==> src/rtl/rvc_aligner_if.sv <==
// rvc_aligner_if
// Groups the fetch-side push channel, the decoder-side instruction channel,
// the redirect flush and the occupancy level of the parcel aligner.
//   slave  : seen by the aligner (takes fetch words, offers instructions)
//   master : seen by the environment (fetch unit plus decoder)
// Signals:
//   s_flush_i/s_flush_off_i         redirect and first-parcel offset after it
//   s_fetch_valid_i/_data_i/_err_i  fetch word, s_fetch_ready_o accepts it
//   s_instr_valid_o/_o/_rvc_o/_err_o instruction at head, s_instr_ready_i takes it
//   s_level_o                       parcels currently buffered
interface rvc_aligner_if #(
    parameter int FETCH_W = 32,
    parameter int DEPTH   = 8
);
    localparam int P     = FETCH_W / 16;
    localparam int OFF_W = (P > 1) ? $clog2(P) : 1;
    localparam int CNT_W = $clog2(DEPTH) + 1;

    logic               s_flush_i;
    logic [OFF_W-1:0]   s_flush_off_i;
    logic               s_fetch_valid_i;
    logic [FETCH_W-1:0] s_fetch_data_i;
    logic               s_fetch_err_i;
    logic               s_fetch_ready_o;
    logic               s_instr_valid_o;
    logic [31:0]        s_instr_o;
    logic               s_instr_rvc_o;
    logic               s_instr_err_o;
    logic               s_instr_ready_i;
    logic [CNT_W-1:0]   s_level_o;

    modport slave (
        input  s_flush_i, s_flush_off_i,
        input  s_fetch_valid_i, s_fetch_data_i, s_fetch_err_i,
        output s_fetch_ready_o,
        output s_instr_valid_o, s_instr_o, s_instr_rvc_o, s_instr_err_o,
        input  s_instr_ready_i,
        output s_level_o
    );

    modport master (
        output s_flush_i, s_flush_off_i,
        output s_fetch_valid_i, s_fetch_data_i, s_fetch_err_i,
        input  s_fetch_ready_o,
        input  s_instr_valid_o, s_instr_o, s_instr_rvc_o, s_instr_err_o,
        output s_instr_ready_i,
        input  s_level_o
    );
endinterface

==> src/rtl/rvc_aligner.sv <==
// rvc_aligner
// Fetch-side parcel buffer and RV32C instruction aligner. Fetch words are
// split into 16-bit parcels held in a circular buffer together with a bus
// error bit; the head of the buffer is presented as one complete 16-bit or
// 32-bit instruction per cycle, including 32-bit instructions straddling two
// fetch words.
// Ports:
//   s_clk_i     clock, rising edge
//   s_resetn_i  asynchronous active-low reset
//   bus         rvc_aligner_if.slave: flush, fetch push channel,
//               instruction pop channel, occupancy level
module rvc_aligner #(
    parameter int FETCH_W = 32,
    parameter int DEPTH   = 8
) (
    input logic          s_clk_i,
    input logic          s_resetn_i,
    rvc_aligner_if.slave bus
);
    localparam int P     = FETCH_W / 16;
    localparam int PTR_W = $clog2(DEPTH);
    localparam int CNT_W = PTR_W + 1;
    localparam int OFF_W = (P > 1) ? $clog2(P) : 1;

    logic [16:0]      parcels [DEPTH];
    logic [PTR_W-1:0] rd_ptr;
    logic [PTR_W-1:0] wr_ptr;
    logic [CNT_W-1:0] count;
    logic [OFF_W-1:0] pend_off;
    logic             pend_vld;

    logic [16:0]      p0;
    logic [16:0]      p1;
    logic             head_rvc;
    logic             take_one;
    logic             take_two;
    logic             push;
    logic             pop;
    logic [OFF_W-1:0] push_off;
    logic [CNT_W-1:0] push_cnt;
    logic [CNT_W-1:0] pop_cnt;

    // Head decode. An errored first parcel is always issued alone so that the
    // error reaches the decoder without waiting for a second parcel that may
    // never arrive. The p1 index wraps naturally in the pointer width.
    always_comb begin
        p0       = parcels[rd_ptr];
        p1       = parcels[rd_ptr + PTR_W'(1)];
        head_rvc = (p0[1:0] != 2'b11);
        take_one = (count != '0) && (head_rvc || p0[16]);
        take_two = (count >= CNT_W'(2)) && !head_rvc && !p0[16];
    end

    // Handshakes and transfer sizes. Ready looks only at the registered count
    // so that no decoder-side input can reach the fetch side combinationally.
    // The first word after a redirect may start mid-word, so fewer parcels
    // are pushed for it.
    always_comb begin
        bus.s_fetch_ready_o = (CNT_W'(DEPTH) - count) >= CNT_W'(P);
        push     = bus.s_fetch_valid_i && bus.s_fetch_ready_o;
        pop      = (take_one || take_two) && bus.s_instr_ready_i;
        push_off = pend_vld ? pend_off : '0;
        push_cnt = push ? (CNT_W'(P) - CNT_W'(push_off)) : '0;
        pop_cnt  = pop ? (take_one ? CNT_W'(1) : CNT_W'(2)) : '0;
    end

    // Instruction channel outputs, all derived from registered state.
    always_comb begin
        bus.s_instr_valid_o = take_one || take_two;
        bus.s_instr_rvc_o   = take_one;
        bus.s_instr_o       = take_one ? {16'h0000, p0[15:0]} : {p1[15:0], p0[15:0]};
        bus.s_instr_err_o   = take_one ? p0[16] : p1[16];
        bus.s_level_o       = count;
    end

    // Parcel storage is deliberately not reset: nothing observes it while the
    // count is zero. A word offered during a flush is dropped entirely.
    always_ff @(posedge s_clk_i) begin
        if (push && !bus.s_flush_i) begin
            for (int k = 0; k < P; k++) begin
                if (k >= int'(push_off)) begin
                    parcels[wr_ptr + PTR_W'(k - int'(push_off))] <=
                        {bus.s_fetch_err_i, bus.s_fetch_data_i[16*k +: 16]};
                end
            end
        end
    end

    // Pointer, count and pending-offset bookkeeping. Flush wins over any
    // same-cycle push or pop and arms the offset for the next accepted word.
    always_ff @(posedge s_clk_i or negedge s_resetn_i) begin
        if (!s_resetn_i) begin
            rd_ptr   <= '0;
            wr_ptr   <= '0;
            count    <= '0;
            pend_off <= '0;
            pend_vld <= 1'b0;
        end else if (bus.s_flush_i) begin
            rd_ptr   <= '0;
            wr_ptr   <= '0;
            count    <= '0;
            pend_off <= bus.s_flush_off_i;
            pend_vld <= 1'b1;
        end else begin
            rd_ptr <= rd_ptr + pop_cnt[PTR_W-1:0];
            wr_ptr <= wr_ptr + push_cnt[PTR_W-1:0];
            count  <= count + push_cnt - pop_cnt;
            if (push) begin
                pend_vld <= 1'b0;
            end
        end
    end
endmodule

==> src/flat_wrapper.sv <==
// flat-port wrapper written by rule: the top's interface ports become plain ports
module rvc_aligner_flat 
#(
    parameter int FETCH_W = 32,
    parameter int DEPTH   = 8
)
  (s_clk_i, s_resetn_i, bus_s_flush_i, bus_s_flush_off_i, bus_s_fetch_valid_i, bus_s_fetch_data_i, bus_s_fetch_err_i, bus_s_fetch_ready_o, bus_s_instr_valid_o, bus_s_instr_o, bus_s_instr_rvc_o, bus_s_instr_err_o, bus_s_instr_ready_i, bus_s_level_o);
  rvc_aligner_if #(.FETCH_W(FETCH_W), .DEPTH(DEPTH)) bus_i ();
  input logic s_clk_i;
  input logic s_resetn_i;
  input wire logic [$bits(bus_i.s_flush_i)-1:0] bus_s_flush_i;
  input wire logic [$bits(bus_i.s_flush_off_i)-1:0] bus_s_flush_off_i;
  input wire logic [$bits(bus_i.s_fetch_valid_i)-1:0] bus_s_fetch_valid_i;
  input wire logic [$bits(bus_i.s_fetch_data_i)-1:0] bus_s_fetch_data_i;
  input wire logic [$bits(bus_i.s_fetch_err_i)-1:0] bus_s_fetch_err_i;
  output wire logic [$bits(bus_i.s_fetch_ready_o)-1:0] bus_s_fetch_ready_o;
  output wire logic [$bits(bus_i.s_instr_valid_o)-1:0] bus_s_instr_valid_o;
  output wire logic [$bits(bus_i.s_instr_o)-1:0] bus_s_instr_o;
  output wire logic [$bits(bus_i.s_instr_rvc_o)-1:0] bus_s_instr_rvc_o;
  output wire logic [$bits(bus_i.s_instr_err_o)-1:0] bus_s_instr_err_o;
  input wire logic [$bits(bus_i.s_instr_ready_i)-1:0] bus_s_instr_ready_i;
  output wire logic [$bits(bus_i.s_level_o)-1:0] bus_s_level_o;
  assign bus_i.s_flush_i = bus_s_flush_i;
  assign bus_i.s_flush_off_i = bus_s_flush_off_i;
  assign bus_i.s_fetch_valid_i = bus_s_fetch_valid_i;
  assign bus_i.s_fetch_data_i = bus_s_fetch_data_i;
  assign bus_i.s_fetch_err_i = bus_s_fetch_err_i;
  assign bus_s_fetch_ready_o = bus_i.s_fetch_ready_o;
  assign bus_s_instr_valid_o = bus_i.s_instr_valid_o;
  assign bus_s_instr_o = bus_i.s_instr_o;
  assign bus_s_instr_rvc_o = bus_i.s_instr_rvc_o;
  assign bus_s_instr_err_o = bus_i.s_instr_err_o;
  assign bus_i.s_instr_ready_i = bus_s_instr_ready_i;
  assign bus_s_level_o = bus_i.s_level_o;
  rvc_aligner #(.FETCH_W(FETCH_W), .DEPTH(DEPTH)) u_core (.s_clk_i(s_clk_i), .s_resetn_i(s_resetn_i), .bus(bus_i));
endmodule
==> config.mk <==
export PLATFORM = sky130hd
export DESIGN_NAME = rvc_aligner_flat
export DESIGN_NICKNAME = d
export VERILOG_FILES = /design/src/rtl/rvc_aligner_if.sv /design/src/rtl/rvc_aligner.sv /design/src/flat_wrapper.sv
export SDC_FILE = /design/constraint.sdc
export NUM_CORES = 1
export LEC_CHECK = 0
export BUFFER_PORTS_ARGS = -buffer_cell sky130_fd_sc_hd__buf_2
export CORE_ASPECT_RATIO = 0.7
export CORE_MARGIN = 10
export CORE_UTILIZATION = 35
export DETAILED_ROUTE_END_ITERATION = 6
export REMOVE_ABC_BUFFERS = 1
export SLEW_MARGIN = 0
export SYNTH_ARGS = -nofsm -noshare
export SYNTH_HDL_FRONTEND = slang
export SYNTH_SLANG_ARGS = --single-unit
==> constraint.sdc <==
create_clock -name s_clk_i -period 5.8 [get_ports s_clk_i]
set_input_delay 0.87 -clock s_clk_i [delete_from_list [all_inputs] [get_ports s_clk_i]]
set_output_delay 0.87 -clock s_clk_i [all_outputs]
set_load 0.005 [all_outputs]
# --- Word-level counts from Yosys, hierarchy flattened ---
# Memories as Yosys holds them, arrays and structs flattened.
# Index checks and enable logic that the tools add are counted.
classes:
  n_addsub: 11
  n_reduce_logical: 13
  eq_ne: 1
  muxes: 16
  magnitude_cmp: 3
ops:
  columns: ["op", "n"]
  rows:
  - ["$mux W32", 1]
  - ["$add A3 B3 Y3", 4]
  - ["$mux W4", 3]
  - ["$mux W1", 9]
  - ["$ge A4 B2 Y1 const B", 2]
  - ["$logic_and A1 B1 Y1", 6]
  - ["$mux W3", 2]
  - ["$add A4 B4 Y4", 1]
  - ["$reduce_bool A4 Y1", 1]
  - ["$sub A1 B1 Y2 const A", 2]
  - ["$sub A4 B4 Y4", 1]
  - ["$sub A4 B4 Y4 const A", 1]
  - ["$add A3 B1 Y3 const B", 1]
  - ["$logic_not A1 Y1", 3]
  - ["$sub A2 B1 Y3 const A", 1]
  - ["$logic_or A1 B1 Y1", 2]
  - ["$mux W2", 1]
  - ["$ne A2 B2 Y1 const B", 1]
  - ["$reduce_bool A2 Y1", 1]
  - ["$ge A1 B1 Y1 const A", 1]
totals:
  inputBits: 39
  output_inout_bits: 40
  ff_bits: 12
  ram_bits: 136
  memories: 1
  wordCells: 50
memory_table:
  columns: ["name", "depth", "width", "rd", "rd_ports_with_merged_regs", "wr", "line", "text"]
  rows:
  - ["u_core.parcels", 8, 17, 2, 0, 2, "rvc_aligner.sv:25", "logic [16:0] parcels [DEPTH];"]

# --- Depth between registers and ports, before layout ---
# Gate-level depths: netlist of the first run.
# An unclocked memory read counts as a cell.
depth:
  ltp_word: 10
  ltp_mapped: 13
  mapped_depth_nobuf: 12

# --- Least setup slack after synthesis of the first run ---
# OpenSTA, ideal clock, no wires.
synth_timing:
  path_kind: "register -> register"
  startpoint: "register u_core.rd_ptr[0]"
  endpoint: "register u_core.count[3] (netlist: u_core.bus.s_level_o[3])"
  stages_incl_launch_ff: 14
  t_arrival_ns: 3.239
  synth_period_minus_slack_ns: 3.371
  setup_ns: 0.132
  slack_ns: 2.429
  cell_sequence: "dfrtp_1 -> buf_2 -> buf_6 -> mux4_2 -> mux2i_4 -> nand3_1 -> nor3b_1 -> fa_1 -> inv_1 -> ha_1 -> a21o_1 -> a21oi_1 -> xnor2_1 -> nor2_1"
synth_between:
  elab_chain_len: 10
  word_cells_on_any_way: 14
  cone_classes: "1 x add/sub; 1 x eq/ne; 3 x mux; 8 x reduce/logical; 1 x memory"
synth_rtl:
  columns: ["element", "line", "text"]
  rows:
  - ["start: declaration", "rvc_aligner.sv:26", "logic [PTR_W-1:0] rd_ptr;"]
  - ["start signal: assignment", "rvc_aligner.sv:105", "rd_ptr <= rd_ptr + pop_cnt[PTR_W-1:0];"]
  - ["$mem_v2 Z8 W17 (*)", null, null]
  - ["$ne A2 B2 Y1", "rvc_aligner.sv:49", "head_rvc = (p0[1:0] != 2'b11);"]
  - ["$logic_not A1 Y1", "rvc_aligner.sv:51", "take_two = (count >= CNT_W'(2)) && !head_rvc && !p0[16];"]
  - ["$logic_and A1 B1 Y1 (2 in series)", "rvc_aligner.sv:51", null]
  - ["$logic_or A1 B1 Y1", "rvc_aligner.sv:61", "pop = (take_one || take_two) && bus.s_instr_ready_i;"]
  - ["$logic_and A1 B1 Y1", "rvc_aligner.sv:61", null]
  - ["$mux W4 (*)", "rvc_aligner.sv:64", "pop_cnt = pop ? (take_one ? CNT_W'(1) : CNT_W'(2)) : '0;"]
  - ["$sub A4 B4 Y4 (*)", "rvc_aligner.sv:107", "count <= count + push_cnt - pop_cnt;"]
  - ["$mux W4 (*)", "rvc_aligner.sv:98", "end else if (bus.s_flush_i) begin"]
  - ["end signal: assignment", "rvc_aligner.sv:107", null]
  - ["end: declaration", "rvc_aligner.sv:28", "logic [CNT_W-1:0] count;"]
# Every way passes the cells marked *; elsewhere a longest branch is shown, timed or not.
# A chain may end at the register's enable or synchronous reset.

# --- Worst setup path after layout of the first run ---
layout_timing:
  startpoint: "register u_core.rd_ptr[1]"
  endpoint: "output port bus_s_instr_o[21]"
layout_between:
  elab_chain_len: 5
  word_cells_on_any_way: 6
  cone_classes: "1 x add/sub; 1 x eq/ne; 1 x mux; 2 x reduce/logical; 1 x memory"
layout_rtl:
  columns: ["element", "line", "text"]
  rows:
  - ["$mem_v2 Z8 W17 (*)", null, null]
  - ["$ne A2 B2 Y1", "rvc_aligner.sv:49", null]
  - ["$logic_or A1 B1 Y1", "rvc_aligner.sv:50", "take_one = (count != '0) && (head_rvc || p0[16]);"]
  - ["$logic_and A1 B1 Y1", "rvc_aligner.sv:50", null]
  - ["$mux W32 (*)", "rvc_aligner.sv:71", "bus.s_instr_o = take_one ? {16'h0000, p0[15:0]} : {p1[15:0], p0[15:0]};"]
  - ["end: declaration", "flat_wrapper.sv:18", "output wire logic [$bits(bus_i.s_instr_o)-1:0] bus_s_instr_o;"]
# Marked as above.

==> run metrics, run 1 <==
outcome=finished, final reports clean; overflow left after global routing=0; register clock-pin slew on the reported worst setup and hold paths=60 ps; highest cell delay on the worst timing path=980 ps; worst min path class=in -> async; final-report hold violation count=0; initial core utilization=0.3598; most instantiated library cell after synthesis=sky130_fd_sc_hd__edfxtp_1; Total Wirelength=24.89 mm; number of clock buffers inserted by TritonCTS=17; Synth warnings=0; register area share after synthesis=0.4889; DR DRC count=0; number of fill cells in the layout=2283; required time of the critical path=4930 ps; worst skew pair latency=420 ps; die outline width=211.3 um; length in cells of the worst reg-to-reg path=9; Data arrival, critical path=3370 ps; fin util=0.4133; synthesized area per cell=16.39 um2; final max-slew violation count=0; leading area contributor after synthesis=sky130_fd_sc_hd__edfxtp_1; Detail Placement HPWL=16.00 mm; sw frac=0.3535; first-pass GRT wire length=37.20 mm; antenna diode instance count=0; Worst IR Drop VDD=0.2221 mV; number of different library cells in the post-synthesis netlist=41; antenna violations before repair=0; ordered cell list for the critical path=ha_2, xor2_2, nand2_1, a21oi_1, buf_2; Die Footprint=32530 um2; maximum root-to-sink buffer count=2; buffer count from post-CTS setup fixing=0; count of standard-cell rows=48; part of the power in the clock network=0.237; crit share post-route=0.7307; switching pwr=1.782 mW; worst-path cell with the longest stage delay=sky130_fd_sc_hd__dfrtp_1; TritonCTS clock tree=built; start-to-end type of the worst setup path=reg -> out; routed length per placed instance=25.98 um; post-synthesis register bit count=148; quantity of gates resized following cts=0; reported leakage power=3.626 nW; num ports=79; antenna-violating nets left=0; Least-Margin Pin Slew=1223 ps; vias in the first global route=5693; global router's overall resource usage=0.1546; fraction of final layout cells sized beyond drive strength 1=0.5766; Worst Path Max Fanout=17; FFs w/ async S/R, synth=0.08108; Gate power share=0.464; total power per unit cell area=489.5 nW/um2; layout net count=677; RSZ-0062 raised after global routing=no; skew final=8.129 ps; buffer type at the clock tree root=sky130_fd_sc_hd__clkbuf_16; final estimated routing congestion in global placement=0.8299; share of the synthesized area in the top cell type=0.4554; # hold bufs at CTS=0; total internal power=3.260 mW; total of max-cap violations=0; combined area of all synthesized cells=8967 um2; count of buffers from port buffering=78; largest cells by area after synthesis=sky130_fd_sc_hd__edfxtp_1 (46%), sky130_fd_sc_hd__mux4_2 (17%), sky130_fd_sc_hd__mux2_2 (16%), sky130_fd_sc_hd__dfrtp_1 (3.3%), sky130_fd_sc_hd__mux2_4 (3.0%); core area=24920 um2; synthesized instance count=547; element type at the critical path end=primary output; total negative setup slack=0 ps; maximum number of pins on one net before global-route repair=39; Final Setup Violations=0; top cell types by occurrence after synthesis=sky130_fd_sc_hd__edfxtp_1 (136), sky130_fd_sc_hd__mux2_2 (127), sky130_fd_sc_hd__mux4_2 (68); overall power after layout=5.042 mW; post-detailed-route via-to-cell ratio=5.584; CTS Sinks=148; maximum level of the CTS H-tree=4; highest attainable clock frequency=235.9 MHz; Seq pwr share=0.299; drt first pass iters=5; via count=5349; area delta synth->final=14.87%; worst hold margin=322.8 ps; commonest register cell after synthesis=sky130_fd_sc_hd__edfxtp_1; vertical die dimension=153.9 um; EDFF count, synth=136; startpoint type of the worst setup path=register; worst slew margin relative to its limit=0.1841; 1st-iter DRT viols=393; clock period minus worst slack=4238 ps
layer usage:
metal	global-route usage	wire length, um	vias up
li1	-	-	2331
met1	0.2009	10910	2833
met2	0.2502	12200	168
met5	0	0	-
met4	0.04234	214	0
met3	0.03981	1563	17
area by class of cell:
class / count / area (um2) / area share
clock inverter: 10 / 155.1 / 0.01506
sequential: 148 / 4388 / 0.4260
inverter: 11 / 41.29 / 0.004008
tap: 325 / 406.6 / 0.03948
clock buffer: 22 / 474.2 / 0.04603
timing repair buffer: 89 / 473.0 / 0.04591
multi-input combinational: 353 / 4363 / 0.4235
worst max-delay path: cells and delay by family (launching register included):
family / cells / cell delay (ps)
compound gates: 1 / 300
buf+inv: 1 / 180
flops: 1 / 980
xor+xnor: 1 / 950
simple gates: 1 / 110
fa+ha+maj: 1 / 420
path summary, 6_finish.rpt:
| check | startpoint | end | slack, ps |
|---|---|---|---|
| max | u_core.rd_ptr[1] | bus_s_instr_o[21] | 1560 |
| min | s_resetn_i | u_core.pend_vld | 320 |
| max reg2reg | u_core.rd_ptr[0] | u_core.bus.s_level_o[1] | 1900 |
| min reg2reg | u_core.pend_vld | u_core.pend_vld | 480 |
| max in group asynchronous | s_resetn_i | u_core.rd_ptr[0] | 5210 |
| min in group s_clk_i | u_core.pend_vld | u_core.pend_vld | 480 |
cells by family (layout without fill, tap and decap cells):
group | after synthesis | after routing | share of synthesized area
XOR/XNOR | 11 | 11 | 0.01074
AND/OR/NAND/NOR | 78 | 78 | 0.04939
buffers and inverters | 46 | 132 | 0.03237
multiplexers | 215 | 215 | 0.3640
AO/OA/AOI/OAI | 31 | 31 | 0.02525
adder cells (fa/ha/maj) | 18 | 18 | 0.02930
flip-flops | 148 | 148 | 0.4889
placed cells by master, fill, tap and decap left out, drive strengths merged:
master	count
nand4	1
dfrtp	12
clkinv	4
nand3b	6
a21oi	18
edfxtp	136
nor2	13
xor2	5
nand3	3
fa	5
buf	89
nand2	38
o31ai	1
nor2b	5
o21ai	4
o32ai	1
and3b	1
xnor2	6
inv	11
bufinv	4
and2	2
o21bai	4
ha	13
or4	1
clkbuf	22
nor3b	3
mux2	145
a21o	2
clkinvlp	2
or3b	1
mux4	68
and3	4
a31oi	1
mux2i	2
sequential cells by signal, indices dropped and copies added (netlist names):
signal	count
u_core.rd_ptr	3
u_core.pend_vld	1
u_core.pend_off	1
u_core.parcels	136
u_core.wr_ptr	3
u_core.bus.s_level_o	4
power by group through the flow:
stage               Sequential [mW]  Clock (mW)  Combinational, mW
floorplan                      1.53           0               1.57
global placement               1.52           0               2.34
detailed placement             1.53           0               2.38
CTS                            1.51        1.21               2.39
global route                   1.53        1.25               2.55
finish                         1.51        1.19               2.34
metrics by stage:
step                      worst slack [ps]  area, um2  std cells
after floorplan                      407.2       8718        512
after global placement                1943       9672        926
after detailed placement              1833       9672        926
after CTS                             1586      10300        958
after global routing                  1342      10300        958
final                                 1562      10300        958
Power figures use the tool's default switching activity.
==> inputs of run 2 (changes only) <==
==> constraint.sdc (replaced) <==
create_clock -name s_clk_i -period 3.5 [get_ports s_clk_i]
set_input_delay 0.525 -clock s_clk_i [delete_from_list [all_inputs] [get_ports s_clk_i]]
set_output_delay 0.525 -clock s_clk_i [all_outputs]
set_load 0.005 [all_outputs]
==> run 2 against run 1 <==
- design area rose by 1.4%
- clock skew rose by 5.2 ps
- count of clock-buffer cells in the layout fell by 4
- setup slack got worse by 1400 ps
- via count rose by 1.5%
- sequential share of layout area fell by 0.59 points
- cell count rose by 2.5%
- critical endpoint is now bus_s_instr_o[20]
- largest power group unchanged
==> run metrics, run 2 (synthesis results as in run 1) <==
number of placed instances with taps included=947 (+2.3%); end of the worst register-to-register path=u_core.bus.s_level_o[3]; most frequent standard cell in the layout excluding fill and tap cells=sky130_fd_sc_hd__edfxtp_1; Die Footprint=32530 um2 (unchanged); vias in the first global route=5798 (+1.8%); count of buffers from port buffering=78 (unchanged); highest attainable clock frequency=300.5 MHz; maximum level of the CTS H-tree=4 (unchanged); Least-Margin Pin Slew=585.0 ps (-637.8 ps); Final Setup Violations=0 (unchanged); TritonCTS clock tree=built; maximum number of pins on one net before global-route repair=29 (-26%); required time of the critical path=2970 ps (-1960 ps); area delta synth->final=16.48%; start-to-end type of the worst setup path=reg -> out; reported leakage power=3.713 nW (+2.4%); Detail Placement HPWL=16.15 mm (+0.93%); count of cells along the worst hold path=2; final-report hold violation count=0 (unchanged); CTS Sinks=148 (unchanged); Worst Hold Endpoint=u_core.pend_off; Total Wirelength=24.91 mm (about the same); core area=24920 um2 (unchanged); most frequent cells in the layout=sky130_fd_sc_hd__edfxtp_1 (136), sky130_fd_sc_hd__mux2_2 (127), sky130_fd_sc_hd__buf_2 (78), sky130_fd_sc_hd__mux4_2 (68), sky130_fd_sc_hd__nand2_1 (38); total power per unit cell area=799.8 nW/um2 (+63%); Worst IR Drop VDD=0.2985 mV (+34%); 1st-iter DRT viols=439 (+12%); fraction of final layout cells sized beyond drive strength 1=0.5884 (+0.01180); post-detailed-route via-to-cell ratio=5.526 (-1.0%); Worst Path Max Fanout=19 (+2); global router's overall resource usage=0.1549 (+0.0003143); overflow left after global routing=0 (unchanged); DR DRC count=0 (unchanged); total of max-cap violations=0 (unchanged); number of flip-flops in the largest register=136 (unchanged); number of clock buffers inserted by TritonCTS=17 (unchanged); worst skew pair latency=430 ps (about the same); r2r setup slk=300 ps (-1600 ps); final max-slew violation count=0 (unchanged); vertical die dimension=153.9 um (unchanged); routed length per placed instance=25.36 um (-2.4%); layout net count=700 (+3.4%); startpoint type of the worst setup path=register; Data arrival, critical path=2800 ps (-570 ps); skew final=13.37 ps (+5.242 ps); first-pass GRT wire length=37.59 mm (+1.1%); buffer type at the clock tree root=sky130_fd_sc_hd__clkbuf_16; clock period minus worst slack=3327 ps; worst min path class=in -> reg; via count=5427 (+1.5%); hold wc startpoint=bus_s_flush_off_i; final standard cell count with taps included and fillers excluded=982 (+2.5%); number of fill cells in the layout=2261 (-0.96%); num ports=79 (unchanged); final estimated routing congestion in global placement=0.7736 (-6.8%); antenna-violating nets left=0 (unchanged); largest register by flop count=u_core.parcels; worst slew margin relative to its limit=0.6100 (+0.4258); count of standard-cell rows=48 (unchanged); register clock-pin slew on the reported worst setup and hold paths=70 ps (about the same); element type at the critical path end=primary output; initial core utilization=0.3598 (unchanged); start of the worst register-to-register path=u_core.rd_ptr[0]; die outline width=211.3 um (unchanged); total negative setup slack=0 ps (unchanged); RSZ-0062 raised after global routing=no; maximum root-to-sink buffer count=2 (unchanged); length in cells of the worst reg-to-reg path=11 (+2); antenna violations before repair=1 (+1); crit share post-route=0.9507; drt first pass iters=4 (-1); outcome=finished, final reports clean
[run 2: timing repair]
| action | in CTS | in global routing |
|---|---|---|
| cloned | 0 | 1 |
| hold buffers | 1 | 0 |
| resized for setup | 1 | 2 |
| setup endpoints to repair | 14 | 9 |
| endpoints found under the hold margin | 12 | 0 |
| buffers inserted | 0 | 0 |
[run 2: layout make-up]
| class | count | area [um2] | area share |
|---|---|---|---|
| clock buffer | 18 | 429.2 | 0.04109 |
| antenna | 1 | 2.502 | 0.0002396 |
| timing repair buffer | 112 | 685.7 | 0.06564 |
| inverter | 11 | 41.29 | 0.003953 |
| sequential | 148 | 4388 | 0.4201 |
| tap | 325 | 406.6 | 0.03893 |
| clock inverter | 14 | 136.4 | 0.01306 |
| multi-input combinational | 353 | 4355 | 0.4170 |
[run 2: worst max-delay path by stage]
| stage | endpoint | from | slack, ps | cells past startpoint |
|---|---|---|---|---|
| CTS | bus_s_instr_o[20] | u_core.rd_ptr[0] | 60 | 7 |
| global route | bus_s_instr_o[20] | u_core.rd_ptr[0] | 20 | 7 |
| global placement | u_core.bus.s_level_o[3] | u_core.rd_ptr[0] | 160 | 11 |
| detailed placement | u_core.bus.s_level_o[3] | u_core.rd_ptr[0] | 140 | 11 |
| finish | bus_s_instr_o[20] | u_core.rd_ptr[0] | 170 | 7 |
| floorplan | bus_s_instr_err_o | u_core.rd_ptr[0] | -1550 | 4 |
[run 2: layer usage]
metal  share of wire  vias to the layer above  GRT usage
met1            0.44                     2878     0.1997
met4           0.011                        0    0.04677
met3           0.048                       18    0.03371
li1                -                     2373          -
met5               0                        -          0
met2            0.50                      158     0.2552
[run 2: power by group]
part	internal (mW)	switching (mW)
Sequential	2.23	0.160
Combinational	2.10	2.08
Clock	1.04	0.744
Total	5.37	2.98
[run 2: stage by stage]
step | instance area [um2] | power [mW] | setup slack, ps | utilization | hold slack (ps)
after global routing | 10450 | 8.847 | 19.69 | 0.4191 | 322.2
final | 10450 | 8.354 | 172.5 | 0.4191 | 326.6
after CTS | 10410 | 8.349 | 56.91 | 0.4175 | 310.4
after floorplan | 8718 | 5.128 | -1548 | - | 229.4
after global placement | 9819 | 6.453 | 156.7 | 0.3940 | 426.9
after detailed placement | 9819 | 6.529 | 141.0 | 0.3940 | 432.5
[run 2: worst max-delay path: stages (launching register included)]
cell                      delay, ps
sky130_fd_sc_hd__dfrtp_4        570
sky130_fd_sc_hd__buf_4          270
sky130_fd_sc_hd__ha_4           430
sky130_fd_sc_hd__buf_16         220
sky130_fd_sc_hd__mux4_2         520
sky130_fd_sc_hd__nand2_1         90
sky130_fd_sc_hd__a21oi_1         90
sky130_fd_sc_hd__buf_2          160
